$ cat src/rtl/ex_operand_stage.sv
// ID/EX pipeline register with operand forwarding and load-use bubble insertion, feeding the ALU.
// Optional BUBBLE_CNT_EN adds a saturating bubble_cnt output counting bubbles written.
module ex_operand_stage #(
    parameter int unsigned DATA_W = 16,
    parameter int unsigned REG_W  = 4
) (
    input  logic              clk,
    input  logic              rst,
    input  logic              stall,
    input  logic              flush,
    input  logic              id_valid,
    input  logic [3:0]        id_opcode,
    input  logic [REG_W-1:0]  id_rs,
    input  logic [REG_W-1:0]  id_rt,
    input  logic [REG_W-1:0]  id_rd,
    input  logic [DATA_W-1:0] id_rs_data,
    input  logic [DATA_W-1:0] id_rt_data,
    input  logic [DATA_W-1:0] id_imm,
    input  logic [DATA_W-1:0] id_pc_next,
    input  logic              id_use_rs,
    input  logic              id_use_rt,
    input  logic [1:0]        id_src1_sel,
    input  logic              id_src2_imm,
    input  logic              id_reg_write,
    input  logic              id_mem_read,
    input  logic              id_mem_write,
    input  logic              exm_reg_write,
    input  logic [REG_W-1:0]  exm_rd,
    input  logic [DATA_W-1:0] exm_result,
    input  logic              mwb_reg_write,
    input  logic [REG_W-1:0]  mwb_rd,
    input  logic [DATA_W-1:0] mwb_data,
    output logic [3:0]        alu_opcode,
    output logic [DATA_W-1:0] alu_in1,
    output logic [DATA_W-1:0] alu_in2,
    output logic              ex_valid,
    output logic              ex_reg_write,
    output logic              ex_mem_read,
    output logic              ex_mem_write,
    output logic [REG_W-1:0]  ex_rd,
    output logic [DATA_W-1:0] ex_store_data,
`ifdef BUBBLE_CNT_EN
    output logic [15:0]       bubble_cnt,
`endif
    output logic              load_use_stall
);

    localparam logic [3:0] OP_NOP     = 4'hF;
    localparam logic [1:0] SEL_RS     = 2'b00;
    localparam logic [1:0] SEL_RD_OLD = 2'b01;
    localparam logic [1:0] SEL_PC     = 2'b10;

    logic [3:0]        r_opcode;
    logic [REG_W-1:0]  r_rs, r_rt, r_rd;
    logic [DATA_W-1:0] r_rs_data, r_rt_data, r_rd_old, r_imm, r_pc_next;
    logic [1:0]        r_src1_sel;
    logic              r_src2_imm, r_reg_write, r_mem_read, r_mem_write, r_valid;

    logic [DATA_W-1:0] fwd_rs, fwd_rt, fwd_rd_old;

    // Newest value of a register: EX/MEM beats MEM/WB beats the latched read; R0 is always zero.
    function automatic logic [DATA_W-1:0] fwd(
        input logic [REG_W-1:0]  idx,
        input logic [DATA_W-1:0] reg_data,
        input logic              e_we,
        input logic [REG_W-1:0]  e_rd,
        input logic [DATA_W-1:0] e_val,
        input logic              m_we,
        input logic [REG_W-1:0]  m_rd,
        input logic [DATA_W-1:0] m_val
    );
        logic [DATA_W-1:0] res;
        res = reg_data;
        if (idx == '0)                            res = '0;
        else if (e_we && e_rd != '0 && e_rd == idx) res = e_val;
        else if (m_we && m_rd != '0 && m_rd == idx) res = m_val;
        return res;
    endfunction

    assign fwd_rs     = fwd(r_rs, r_rs_data, exm_reg_write, exm_rd, exm_result,
                            mwb_reg_write, mwb_rd, mwb_data);
    assign fwd_rt     = fwd(r_rt, r_rt_data, exm_reg_write, exm_rd, exm_result,
                            mwb_reg_write, mwb_rd, mwb_data);
    assign fwd_rd_old = fwd(r_rd, r_rd_old, exm_reg_write, exm_rd, exm_result,
                            mwb_reg_write, mwb_rd, mwb_data);

    assign ex_valid      = r_valid;
    assign ex_reg_write  = r_valid & r_reg_write;
    assign ex_mem_read   = r_valid & r_mem_read;
    assign ex_mem_write  = r_valid & r_mem_write;
    assign ex_rd         = r_rd;
    assign alu_opcode    = r_valid ? r_opcode : OP_NOP;
    assign ex_store_data = fwd_rt;
    assign alu_in2       = r_src2_imm ? r_imm : fwd_rt;

    always_comb begin
        alu_in1 = '0;
        case (r_src1_sel)
            SEL_RS:     alu_in1 = fwd_rs;
            SEL_RD_OLD: alu_in1 = fwd_rd_old;
            SEL_PC:     alu_in1 = r_pc_next;
            default:    alu_in1 = '0;
        endcase
    end

    // Dependent instruction in decode while a load sits in EX.
    assign load_use_stall = ex_mem_read && (r_rd != '0) && id_valid &&
                            ((id_use_rs && id_rs == r_rd) ||
                             (id_use_rt && id_rt == r_rd) ||
                             (id_src1_sel == SEL_RD_OLD && id_rd == r_rd));

    always_ff @(posedge clk or negedge rst) begin
        if (!rst) begin
            r_opcode    <= '0;
            r_rs        <= '0;
            r_rt        <= '0;
            r_rd        <= '0;
            r_rs_data   <= '0;
            r_rt_data   <= '0;
            r_rd_old    <= '0;
            r_imm       <= '0;
            r_pc_next   <= '0;
            r_src1_sel  <= '0;
            r_src2_imm  <= 1'b0;
            r_reg_write <= 1'b0;
            r_mem_read  <= 1'b0;
            r_mem_write <= 1'b0;
            r_valid     <= 1'b0;
        end else if (flush || (!stall && load_use_stall)) begin
            r_valid     <= 1'b0;
            r_reg_write <= 1'b0;
            r_mem_read  <= 1'b0;
            r_mem_write <= 1'b0;
            r_opcode    <= OP_NOP;
        end else if (!stall) begin
            r_opcode    <= id_opcode;
            r_rs        <= id_rs;
            r_rt        <= id_rt;
            r_rd        <= id_rd;
            r_rs_data   <= id_rs_data;
            r_rt_data   <= id_rt_data;
            r_rd_old    <= (id_src1_sel == SEL_RD_OLD) ? id_rt_data : '0;
            r_imm       <= id_imm;
            r_pc_next   <= id_pc_next;
            r_src1_sel  <= id_src1_sel;
            r_src2_imm  <= id_src2_imm;
            r_reg_write <= id_reg_write;
            r_mem_read  <= id_mem_read;
            r_mem_write <= id_mem_write;
            r_valid     <= id_valid;
        end
    end

`ifdef BUBBLE_CNT_EN
    always_ff @(posedge clk or negedge rst) begin
        if (!rst)
            bubble_cnt <= '0;
        else if ((flush || (!stall && load_use_stall)) && bubble_cnt != 16'hFFFF)
            bubble_cnt <= bubble_cnt + 16'd1;
    end
`endif

endmodule

$ cat config.mk
export PLATFORM = sky130hd
export DESIGN_NAME = ex_operand_stage
export DESIGN_NICKNAME = d
export VERILOG_FILES = /design/src/rtl/ex_operand_stage.sv
export SDC_FILE = /design/constraint.sdc
export NUM_CORES = 1
export LEC_CHECK = 0
export BUFFER_PORTS_ARGS = -buffer_cell sky130_fd_sc_hd__buf_2
export CAP_MARGIN = 20
export CORE_MARGIN = 10
export CORE_UTILIZATION = 30
export CTS_CLUSTER_DIAMETER = 60
export DETAILED_ROUTE_END_ITERATION = 12
export GPL_ROUTABILITY_DRIVEN = 0
export MAX_ROUTING_LAYER = met4
export PLACE_DENSITY = 0.64
export RECOVER_POWER = 50
export SETUP_SLACK_MARGIN = 0.2
export SLEW_MARGIN = 20
export SYNTH_ARGS = -nofsm -noshare
export SYNTH_HDL_FRONTEND = slang
export SYNTH_SLANG_ARGS = --single-unit
export TNS_END_PERCENT = 100
$ cat constraint.sdc
create_clock -name clk -period 5.65 [get_ports clk]
set_input_delay 0 -clock clk [delete_from_list [all_inputs] [get_ports clk]]
set_output_delay 0 -clock clk [all_outputs]
set_load 0.005 [all_outputs]
==> Word level (Yosys, flattened, before mapping) <==
Cells that the tools add are included.
{ "classes": {"muxes": 23, "bitwise": 5, "reduce_logical": 27, "eq_ne": 13} }
{ "op_table": {"columns": ["cell", "count"], "rows": [
  ["two-way mux 16 bit", 11],
  ["one-hot mux 16 bit (3 select lines)", 1],
  ["== test 4 bit", 9],
  ["logical AND 1 bit", 15],
  ["logical NOT 4 bit", 3],
  ["two-way mux 4 bit", 3],
  ["nonzero test 4 bit", 3],
  ["two-way mux 1 bit", 8],
  ["== test 2 x 1 -> 1 bit, second input constant", 2],
  ["bitwise AND 1 bit", 3],
  ["logical OR 1 bit", 3],
  ["== test 2 bit, second input constant", 1],
  ["logical NOT 2 bit", 1],
  ["inequality test 2 x 1 -> 1 bit, second input constant", 1],
  ["inverter 1 bit", 2],
  ["AND reduction 2 bit", 1],
  ["logical NOT 1 bit", 1]
]} }
{ "word_totals": {"word_cells": 83, "output_inout_bits": 61, "register_bits": 103, "inputBits": 135} }

==> Logic depth before layout (Yosys ltp) <==
Gate-level depths: netlist of the first run.
{ "depth": {"ltp_word": 9, "depth_mapped": 10} }

==> Least setup slack after synthesis of the first run <==
No wires, ideal clock.
{ "synth_path": {"path_kind": "reg2reg", "from": "register r_rd[0] (netlist: ex_rd[0])", "to": "register r_imm[0]", "arrival_time_ps": 1936, "setup_ps": 125, "slack_ps": 3589, "path_stages_with_launch": 10, "required_ps": 5525, "path_buffers": 3, "synth_period_minus_slack_ps": 2061, "cell_sequence": "dfrtp_1 -> buf_6 -> nor4_2 -> nand3b_1 -> a31o_4 -> inv_4 -> nor3_4 -> buf_6 -> buf_6 -> mux2_4"} }
{ "synth_via": {"elab_chain_cells": 9, "elab_cells_between_ends": 16, "classes_between": "eq/ne: 3; bitwise: 1; reduce/logical: 12"} }
{ "synth_lines": {"columns": ["element", "line_no", "rtl"], "rows": [
  ["from (decl)", "54", "logic [REG_W-1:0] r_rs, r_rt, r_rd;"],
  ["from (signal assigned)", "139", "r_rd <= id_rd;"],
  ["== test 4 bit, on equally long branches", "108, 109", null],
  ["logical AND 1 bit, on equally long branches", "108, 109", null],
  ["logical OR 1 bit", "108", "((id_use_rs && id_rs == r_rd) ||"],
  ["logical OR 1 bit", "109", "(id_use_rt && id_rt == r_rd) ||"],
  ["logical AND 1 bit *", "107", "assign load_use_stall = ex_mem_read && (r_rd != '0) && id_valid &&"],
  ["named net load_use_stall", "45", "output logic load_use_stall"],
  ["logical AND 1 bit *", "129", "end else if (flush || (!stall && load_use_stall)) begin"],
  ["logical OR 1 bit *", "129", null],
  ["inverter 1 bit (no line) *", null, null],
  ["AND reduction 2 bit (no line) *", null, null],
  ["to (signal assigned)", "143", "r_imm <= id_imm;"],
  ["to (decl)", "55", "logic [DATA_W-1:0] r_rs_data, r_rt_data, r_rd_old, r_imm, r_pc_next;"]
]} }
The timed path passes the listed nets; every way through them passes the cells marked *.
A chain may end at the register's enable or synchronous reset.

==> Worst setup path after layout of the first run <==
{ "layout_path": {"from": "register r_rt[1]", "to": "output port alu_in2[13]"} }
{ "layout_via": {"elab_chain_cells": 6, "elab_cells_between_ends": 9, "classes_between": "eq/ne: 2; mux: 4; reduce/logical: 3"} }
{ "layout_lines": {"columns": ["element", "line_no", "rtl"], "rows": [
  ["from (decl)", "54", null],
  ["from (signal assigned)", "138", "r_rt <= id_rt;"],
  ["== test 4 bit", "76", "else if (m_we && m_rd != '0 && m_rd == idx) res = m_val;"],
  ["logical AND 1 bit", "76", null],
  ["two-way mux 16 bit", "76", null],
  ["two-way mux 16 bit", "75", "else if (e_we && e_rd != '0 && e_rd == idx) res = e_val;"],
  ["two-way mux 16 bit *", "74", "if (idx == '0) res = '0;"],
  ["two-way mux 16 bit *", "94", "assign alu_in2 = r_src2_imm ? r_imm : fwd_rt;"],
  ["to (decl)", "35", "output logic [DATA_W-1:0] alu_in2,"]
]} }
Every way passes the cells marked *; elsewhere a longest branch is shown, timed or not.

==> results of run 1 <==
-- power breakdown --
| part | internal (mW) | switching, mW | leakage [nW] | total [mW] |
|---|---|---|---|---|
| Clock | 0.348 | 0.297 | 0.149 | 0.645 |
| Sequential | 0.831 | 0.0805 | 1.24 | 0.912 |
| Combinational | 0.346 | 0.290 | 2.33 | 0.637 |
-- layer usage --
metal / share of wire / wire length [µm]
met5: 0 / 0
met3: 0.047 / 993
met1: 0.44 / 9240
met4: 0.013 / 268
met2: 0.50 / 10600
-- cell usage after synthesis (all sizes together) (5+ instances only) --
master  number  share of area
dfrtp      103           0.43
mux2        95           0.19
mux2i       52          0.087
nor2        36          0.024
a211oi      32          0.040
xor2        21          0.031
a21oi       20          0.017
buf         20          0.023
clkbuf      18          0.012
a211o       16          0.024
a32o        16          0.027
o21ai       16          0.013
xnor2       15          0.022
nand3b       9          0.011
nand2        7         0.0044
nand2b       5         0.0053
nor3         5         0.0069
nor4         5         0.0063
-- final cells by class --
class                      count  area, µm²
inverter                       1       6.26
antenna                        3       7.51
clock buffer                  10        229
timing repair buffer         296       1940
fill                        1865      11100
multi-input combinational    367       3170
tap                          265        332
sequential                   103       2580
clock inverter                 6       68.8
-- stage by stage --
stage / std cells / utilization / setup slack, ps / hold WS, ps / area [µm²]
6_report: 1051 / 0.428 / 1840 / 75.9 / 8330
5_1_grt: 1051 / 0.428 / 1290 / 72.4 / 8330
4_1_cts: 1047 / 0.430 / 2530 / 45.0 / 8360
3_5_place_dp: 941 / 0.368 / 2760 / 65.8 / 7160
3_3_place_gp: 941 / 0.368 / 2790 / 64.7 / 7160
2_1_floorplan: 509 / - / 3590 / -296 / 5950
-- worst max-delay path, cell delays in order (launching register included) --
cell and delay, ps:
dfrtp_1 430, xnor2_1 170, nand4_1 140, nor2_1 1540
mux2i_1 380, a211oi_1 460, mux2_2 220, buf_2 110
-- timing repair --
| action | in CTS | in global routing |
|---|---|---|
| endpoints found under the setup margin | 0 | 0 |
| hold endpoints to repair | 147 | 0 |
| hold buffers | 90 | 0 |
-- cell families (layout without fill, tap and decap cells) --
group,Yosys count,in the layout
buf+inv,39,313
simple gates,79,79
mux,147,147
xor+xnor,36,36
compound gates,105,105
other cells,0,3
flops,103,103
-- state kept, by name, summed over array words and instances, names as in the netlist --
name         flops
r_mem_read       1
r_src2_imm       1
ex_valid         1
r_rs             4
r_rt_data       16
r_src1_sel       2
r_rd_old        16
r_reg_write      1
r_mem_write      1
r_opcode         4
r_rt             4
r_pc_next       16
r_imm           16
r_rs_data       16
ex_rd            4
-- path summary, 6_finish.rpt --
| path | from | to | slack (ps) | cells after the start |
|---|---|---|---|---|
| worst max-delay path | r_rt[1] | alu_in2[13] | 1840 | 7 |
| worst min-delay path | stall | r_mem_read | 80 | 3 |
| worst max register to register | ex_rd[0] | r_rs_data[5] | 2090 | 7 |
| worst min register to register | r_rd_old[3] | r_rd_old[3] | 490 | 1 |
| max in group asynchronous | rst | r_rd_old[8] | 2080 | 3 |
| min in group asynchronous | rst | r_rt[2] | 1000 | 2 |
-- cells in the final DEF (no fill, tap or decap), types with 2 or more instances in the layout --
master / Yosys / layout
a32o_1: 16 / 16
dfrtp_1: 103 / 103
and2_0: 0 / 2
a21oi_1: 20 / 20
nand3b_1: 9 / 9
buf_2: 9 / 175
mux2_4: 10 / 10
clkinv_2: 0 / 2
dlygate4sd3_1: 0 / 90
nand3_1: 2 / 2
nand2_1: 7 / 7
xor2_1: 21 / 21
clkbuf_1: 17 / 20
a211oi_1: 32 / 32
clkbuf_16: 0 / 9
a211o_1: 16 / 16
nor4_1: 4 / 4
nor3_2: 1 / 2
mux2_2: 85 / 85
mux2i_1: 52 / 52
buf_4: 3 / 9
nor2_1: 34 / 35
nand2b_1: 5 / 5
o21ai_0: 16 / 16
nand4_1: 3 / 3
xnor2_1: 15 / 15
nor3_1: 3 / 2
diode_2: 0 / 3
==> flow_metrics.py, run 1 <==
metrics = {
    "worst_setup_path": {
        "critPathArrivalTime_ps": 3810,
        "critPathCaptureType": "output port",
        "critPathKind": "flip-flop to output port",
        "required_ps": 5650,
        "critPathMaxFanout": 16,
        "worstSetupStartpointType": "flip-flop",
    },
    "global_route": {
        "antenna_found_initial": 3,
        "grt.busiest_layer": "met2",
        "grt_pass1_wl_um": 32600,
        "first_global_vias": 5547,
        "grt_max_degree": 60,
        "gr-usage-met2": 0.272,
        "grt_overflow_total": 0,
        "grt_util_met1": 0.196,
        "use_met3": 0.0355,
        "grt_use_total": 0.164,
    },
    "cts": {
        "cts_buffer_depth": 2,
        "cts_tree": "yes",
        "clock_latency_ps": 350,
        "clock_sinks": 103,
        "cts_root_buf": "clkbuf_16",
        "numCtsBuffers": 9,
        "cts_setup_buffers": 0,
        "cts.clk_slew.worst_paths_ps": 70,
        "cts_resized": 0,
        "htree_levels": 3,
    },
    "synthesis": {
        "synth-xor-area-share": 0.0530,
        "synth_top_family_by_area": "multiplexers",
        "synthSimpleGateAreaFrac": 0.0717,
        "ys_seq_elements": 103,
        "async_flop_share": 1.00,
        "synthFlopType": "dfrtp_1",
        "syn_nets": 644,
        "syn_area_um2": 5950,
        "syn_area_per_cell_um2": 11.7,
        "synth_edf_count": 0,
        "netlist_instances": 509,
        "synth_compound_area_frac": 0.134,
        "seq_area_frac_synth": 0.433,
        "ys_warn_count": 0,
        "synthAdderAreaFrac": 0,
        "synthMuxAreaShare": 0.273,
        "synth_cell_types": 41,
    },
    "sta": {
        "slew_viol_final": 123,
        "fin_crit_sh": 0.674,
        "finalHoldViolCount": 0,
        "setup_viol": 0,
        "fin_skew_ps": 8.15,
        "fmax_mhz": 263,
        "rsz0062_at_grt": "false",
        "layout_min_cycle_time_ps": 3810,
        "worst_pin_slew_ps": 2580,
        "max_slew_margin": -0.721,
        "fin_setup_tns_ps": 0,
    },
    "cells_and_area": {
        "layout-drive-gt1-share": 0.392,
        "areaGrowthSynthToFinish_pct": 39.9,
        "fin_nets": 913,
    },
    "drt": {
        "dr.pass1.iters": 4,
        "wl_per_cell_um": 20.1,
        "totalWireLength_um": 21100,
        "drc": 0,
        "vias": 5161,
        "via_per_inst": 4.91,
        "antenna_left": 0,
        "drt_iter0_markers": 261,
    },
    "power_and_ir_drop": {
        "p_leak_nw": 3.72,
        "power_mw": 2.19,
        "power_density_nw_per_um2": 263,
        "ir_drop_mv": 0.131,
    },
    "floorplanning": {
        "initial_core_util": 0.306,
        "die_area_um2": 25900,
        "core_um2": 19500,
        "die_y_um": 161,
        "die_w_um": 161,
        "io_pins": 196,
        "row_count": 51,
    },
    "place": {
        "numPortBuffers": 195,
        "dp_hpwl_um": 15000,
    },
    "run_status": {
        "violations": "max-capacitance violations, max-slew violations",
        "status": "finished, violations left",
    },
    "flow_run": {
        "cap_violations": 3,
    },
    "worst_hold_path": {
        "hp-class": "input pin to flip-flop",
    },
}
Note: power is estimated with default switching activity, not from simulation.
==> inputs of run 2 (changes only) <==
- PLACE_DENSITY: 0.64 -> 0.66
- clock period: 5.65 -> 3.3 ns (I/O delays scaled with it)
==> run 2 against run 1 <==
The flow still finishes with violations (max-capacitance violations, max-slew violations). Die area is the same. Largest cell class unchanged. First-iteration DRC count is 25% higher. Critical path type unchanged. Power rose by 71%. Register-to-register slack got worse by 1600 ps. Critical path depth did not move. Critical endpoint is now alu_in2[3]. Highest routed layer unchanged. Clock skew fell by 3.4 ps. Sequential cell count did not move. Largest power group unchanged. Sequential power increased by 71%. Final cell count down 0.19%. Combinational power grew 71%. Count of clock-buffer cells in the layout up 2.
==> flow_metrics.py, run 2 (synthesis gave the netlist of run 1 again) <==
metrics = {
    "run_status": {
        "status": "finished, violations left",
        "violations": "max-capacitance violations, max-slew violations",
    },
    "cells_and_area": {
        "nFillCells": 1864,
        "fin_util": 0.428,
        "final_cell_mix": "186 x buf_2, 103 x dfrtp_1, 88 x dlygate4sd3_1",
        "layout-drive-gt1-share": 0.399,
        "final_area_um2": 8320,
        "areaGrowthSynthToFinish_pct": 39.8,
        "fin_nets": 912,
        "final_cells": 1049,
        "final_common_cell": "buf_2",
    },
    "drt": {
        "wl_per_cell_um": 20.0,
        "antenna_left": 0,
        "vias": 5150,
        "totalWireLength_um": 21000,
        "drt_iter0_markers": 327,
        "via_per_inst": 4.91,
        "drc": 0,
        "dr.pass1.iters": 4,
    },
    "floorplanning": {
        "row_count": 51,
        "die_y_um": 161,
        "core_um2": 19500,
        "die_w_um": 161,
        "die_area_um2": 25900,
        "initial_core_util": 0.306,
        "io_pins": 196,
    },
    "cts": {
        "cts_root_buf": "clkbuf_16",
        "cts.clk_slew.worst_paths_ps": 70,
        "hold_buffers": 88,
        "cts_resized": 0,
        "clock_latency_ps": 350,
        "clock_sinks": 103,
        "htree_levels": 3,
        "cts_buffer_depth": 2,
        "numCtsBuffers": 9,
        "cts_setup_buffers": 0,
        "cts_tree": "yes",
    },
    "sta": {
        "setup_viol": 0,
        "rsz0062_at_grt": "false",
        "worst_pin_slew_ps": 1880,
        "slew_viol_final": 71,
        "fin_skew_ps": 4.70,
        "max_slew_margin": -0.256,
        "fmax_mhz": 355,
        "fin_setup_tns_ps": 0,
        "layout_min_cycle_time_ps": 2820,
        "fin_crit_sh": 0.854,
        "finalHoldViolCount": 0,
    },
    "power_and_ir_drop": {
        "power_density_nw_per_um2": 450,
        "ir_drop_mv": 0.217,
        "p_leak_nw": 3.71,
        "power_mw": 3.75,
    },
    "flow_run": {
        "cap_violations": 1,
    },
    "worst_setup_path": {
        "crit_buf_inv": 2,
        "cpPeakStageDelay_ps": 450,
        "critPathTopFamily": "simple AND/OR/NAND/NOR gates",
        "worstSetupStartpointType": "flip-flop",
        "crit_slowest_cell": "dfrtp_1",
        "required_ps": 3300,
        "critPathArrivalTime_ps": 2820,
        "critPathKind": "flip-flop to output port",
        "cp_cell_sequence": "xor2_1 -> nor4_1 -> nand2_1 -> buf_4 -> a211oi_1 -> mux2_2 -> buf_2",
        "critPathCaptureType": "output port",
        "critPathMaxFanout": 18,
    },
    "place": {
        "post_dp_cell_area_um2": 7190,
        "dp_hpwl_um": 14800,
        "dp_cells": 943,
        "numPortBuffers": 195,
    },
    "global_route": {
        "antenna_found_initial": 3,
        "first_global_vias": 5535,
        "grt_max_degree": 71,
        "grt_use_total": 0.164,
        "grt_overflow_total": 0,
        "grt_pass1_wl_um": 32500,
    },
    "worst_hold_path": {
        "hp-class": "input pin to flip-flop",
    },
}
==> run 2: cell count changes in the layout (fill, tap and decap cells not counted), sizes merged <==
cell	previous run	this run
buf	186	196
clkbuf	30	23
clkinv	3	2
clkinvlp	0	1
dlygate4sd3	90	88
inv	3	0
==> run 2: worst reg2reg max path: stages, from the launching register on <==
cell and delay (ps):
dfrtp_1 500, nor4_1 440, nand3b_1 200, a31o_4 300, clkinvlp_2 250, nor3_4 210, buf_4 390, mux2_2 400
==> run 2: final cells by class <==
cell class                 count  area [µm²]  area share
multi-input combinational    367        3170       0.381
sequential                   103        2580       0.310
timing repair buffer         295        1940       0.233
tap                          265         332      0.0398
clock buffer                  12         246      0.0296
clock inverter                 3        43.8     0.00526
antenna                        3        7.51    0.000902
inverter                       1        5.00    0.000601
==> run 2: stage by stage <==
step	hold slack (ps)	worst slack [ps]
after floorplan	-296	1240
after global placement	221	819
after detailed placement	222	773
after CTS	12.3	416
after global routing	36.7	313
final	19.2	481
==> run 2: worst paths after layout <==
path,start,end,slack (ps),cells past startpoint
min in group asynchronous,rst,r_rt[0],710,2
worst min register to register,r_imm[2],r_imm[2],490,1
worst max register to register,ex_rd[0],r_pc_next[10],500,7
worst max-delay path,r_rt[3],alu_in2[3],480,7
max in group asynchronous,rst,r_rt_data[4],860,3
worst min-delay path,flush,r_mem_read,20,2
==> run 2: metal layers <==
| layer | GRT usage | vias up | part of all wire | routed length (µm) |
|---|---|---|---|---|
| met5 | - | - | 0 | 0 |
| met4 | 0.0488 | 0 | 0.013 | 276 |
| met3 | 0.0274 | 19 | 0.044 | 922 |
| met2 | 0.270 | 150 | 0.50 | 10500 |
| met1 | 0.202 | 2551 | 0.44 | 9310 |
| li1 | - | 2430 | - | - |
==> run 2: power breakdown <==
part           internal [mW]  leakage, nW  switching, mW
clock                  0.607        0.143          0.491
sequential              1.42         1.24          0.137
combinational          0.590         2.33          0.499
==> inputs of run 3 (changes only) <==
- HOLD_SLACK_MARGIN: not set -> 0.08
==> run 3 against run 2 <==
The flow still finishes with violations (max-capacitance violations, max-slew violations). Clock skew about the same. Sequential power about the same. Critical endpoint unchanged. Routed wire length is 0.88% higher. Hold slack better by 76 ps. Maximum frequency hardly changed. Register-to-register slack is essentially flat. Critical path depth did not move. Non-clock buffer count grew 8. Critical path type unchanged. Largest cell class unchanged. Clock power is essentially flat.
==> flow_metrics.py, run 3 (synthesis gave the netlist of run 1 again) <==
metrics = {
    "power_and_ir_drop": {
        "power_density_nw_per_um2": 446,
        "power_mw": 3.75,
        "ir_drop_mv": 0.217,
        "p_leak_nw": 3.75,
    },
    "run_status": {
        "violations": "max-capacitance violations, max-slew violations",
        "status": "finished, violations left",
    },
    "floorplanning": {
        "io_pins": 196,
        "die_y_um": 161,
        "die_w_um": 161,
        "initial_core_util": 0.306,
        "core_um2": 19500,
        "row_count": 51,
        "die_area_um2": 25900,
    },
    "flow_run": {
        "cap_violations": 1,
    },
    "cts": {
        "htree_levels": 3,
        "cts_root_buf": "clkbuf_16",
        "numCtsBuffers": 9,
        "cts_buffer_depth": 2,
        "cts.clk_slew.worst_paths_ps": 70,
        "cts_tree": "yes",
        "clock_sinks": 103,
        "cts_resized": 0,
        "clock_latency_ps": 350,
    },
    "cells_and_area": {
        "final_common_cell": "buf_2",
        "ff_latch_area_um2": 2580,
        "fin_nets": 920,
        "final_cell_mix": "187 x buf_2, 103 x dfrtp_1, 96 x dlygate4sd3_1",
        "layout-drive-gt1-share": 0.397,
        "areaGrowthSynthToFinish_pct": 41.3,
        "nFillCells": 1860,
        "multiInputGateArea_um2": 3170,
        "fin_util": 0.432,
    },
    "drt": {
        "dr.pass1.iters": 4,
        "antenna_left": 0,
        "wl_per_cell_um": 20.0,
        "totalWireLength_um": 21200,
        "drc": 0,
        "vias": 5209,
        "via_per_inst": 4.92,
        "met1Wirelength_um": 9450,
        "drt_iter0_markers": 336,
        "wl_met3_um": 830,
        "dr.max_layer_used": "met4",
        "wl_met2_um": 10600,
    },
    "worst_setup_path": {
        "required_ps": 3300,
        "critPathMaxFanout": 18,
        "worstSetupStartpointType": "flip-flop",
        "critPathKind": "flip-flop to output port",
        "critPathArrivalTime_ps": 2820,
        "critPathCaptureType": "output port",
    },
    "sta": {
        "worst_pin_slew_ps": 1890,
        "layout_min_cycle_time_ps": 2820,
        "fmax_mhz": 355,
        "fin_skew_ps": 4.67,
        "rsz0062_at_grt": "false",
        "fin_setup_tns_ps": 0,
        "slew_viol_final": 71,
        "fin_crit_sh": 0.853,
        "finalHoldViolCount": 0,
        "max_slew_margin": -0.257,
        "setup_viol": 0,
    },
    "global_route": {
        "grt_overflow_total": 0,
        "grt_use_total": 0.165,
        "grt_max_degree": 71,
        "first_global_vias": 5601,
        "antenna_found_initial": 5,
        "grt_pass1_wl_um": 32800,
    },
    "worst_hold_path": {
        "hp-class": "input pin to flip-flop",
    },
    "place": {
        "dp_hpwl_um": 14800,
        "numPortBuffers": 195,
    },
}
==> run 3: final timing paths <==
kind / end / slack, ps / from / cells past startpoint
min in group asynchronous: r_rt[0] / 690 / rst / 2
hold / removal: ex_valid / 100 / stall / 3
setup / recovery: alu_in2[3] / 480 / r_rt[3] / 7
hold reg to reg: r_imm[2] / 490 / r_imm[2] / 1
max in group asynchronous: r_rt_data[4] / 870 / rst / 3
setup reg to reg: r_pc_next[10] / 500 / ex_rd[1] / 7
==> run 3: area by class of cell <==
cell class | instances | share of cell area
flip-flops and latches | 103 | 0.307
clock inverters | 3 | 0.00521
inverters | 1 | 0.000595
repair buffers | 303 | 0.241
diodes | 5 | 0.00149
multi-input cells | 367 | 0.377
clock buffers | 12 | 0.0293
well taps | 265 | 0.0394
==> run 3: repair_timing <==
action | in CTS | in global routing
setup buffers | 0 | 0
endpoints found under the hold margin | 171 | 0
hold buffers | 96 | 0
==> run 3: metal layers <==
metal | track usage | vias up
li1 | - | 2451
met1 | 0.202 | 2602
met2 | 0.272 | 135
met3 | 0.0274 | 21
met4 | 0.0529 | 0
met5 | - | -
==> run 3: critical path, stage by stage (launching register included) <==
cell	delay, ps
dfrtp_1	450
xor2_1	160
nor4_1	290
nand2_1	420
buf_4	370
a211oi_1	410
mux2_2	240
buf_2	110
==> run 3: power by group <==
group          internal (mW)  switching [mW]  leakage (nW)
Combinational          0.597           0.501          2.37
Clock                  0.607           0.487         0.143
Sequential              1.42           0.137          1.24
==> run 3: through the flow <==
| stage | cell area [µm²] | hold slack (ps) | worst slack [ps] | cells |
|---|---|---|---|---|
| 2_1_floorplan | 5950 | -296 | 1240 | 509 |
| 3_3_place_gp | 7190 | 221 | 819 | 943 |
| 3_5_place_dp | 7190 | 222 | 773 | 943 |
| 4_1_cts | 8450 | 89.7 | 416 | 1054 |
| 5_1_grt | 8410 | 118 | 313 | 1059 |
| 6_report | 8410 | 95.2 | 484 | 1059 |
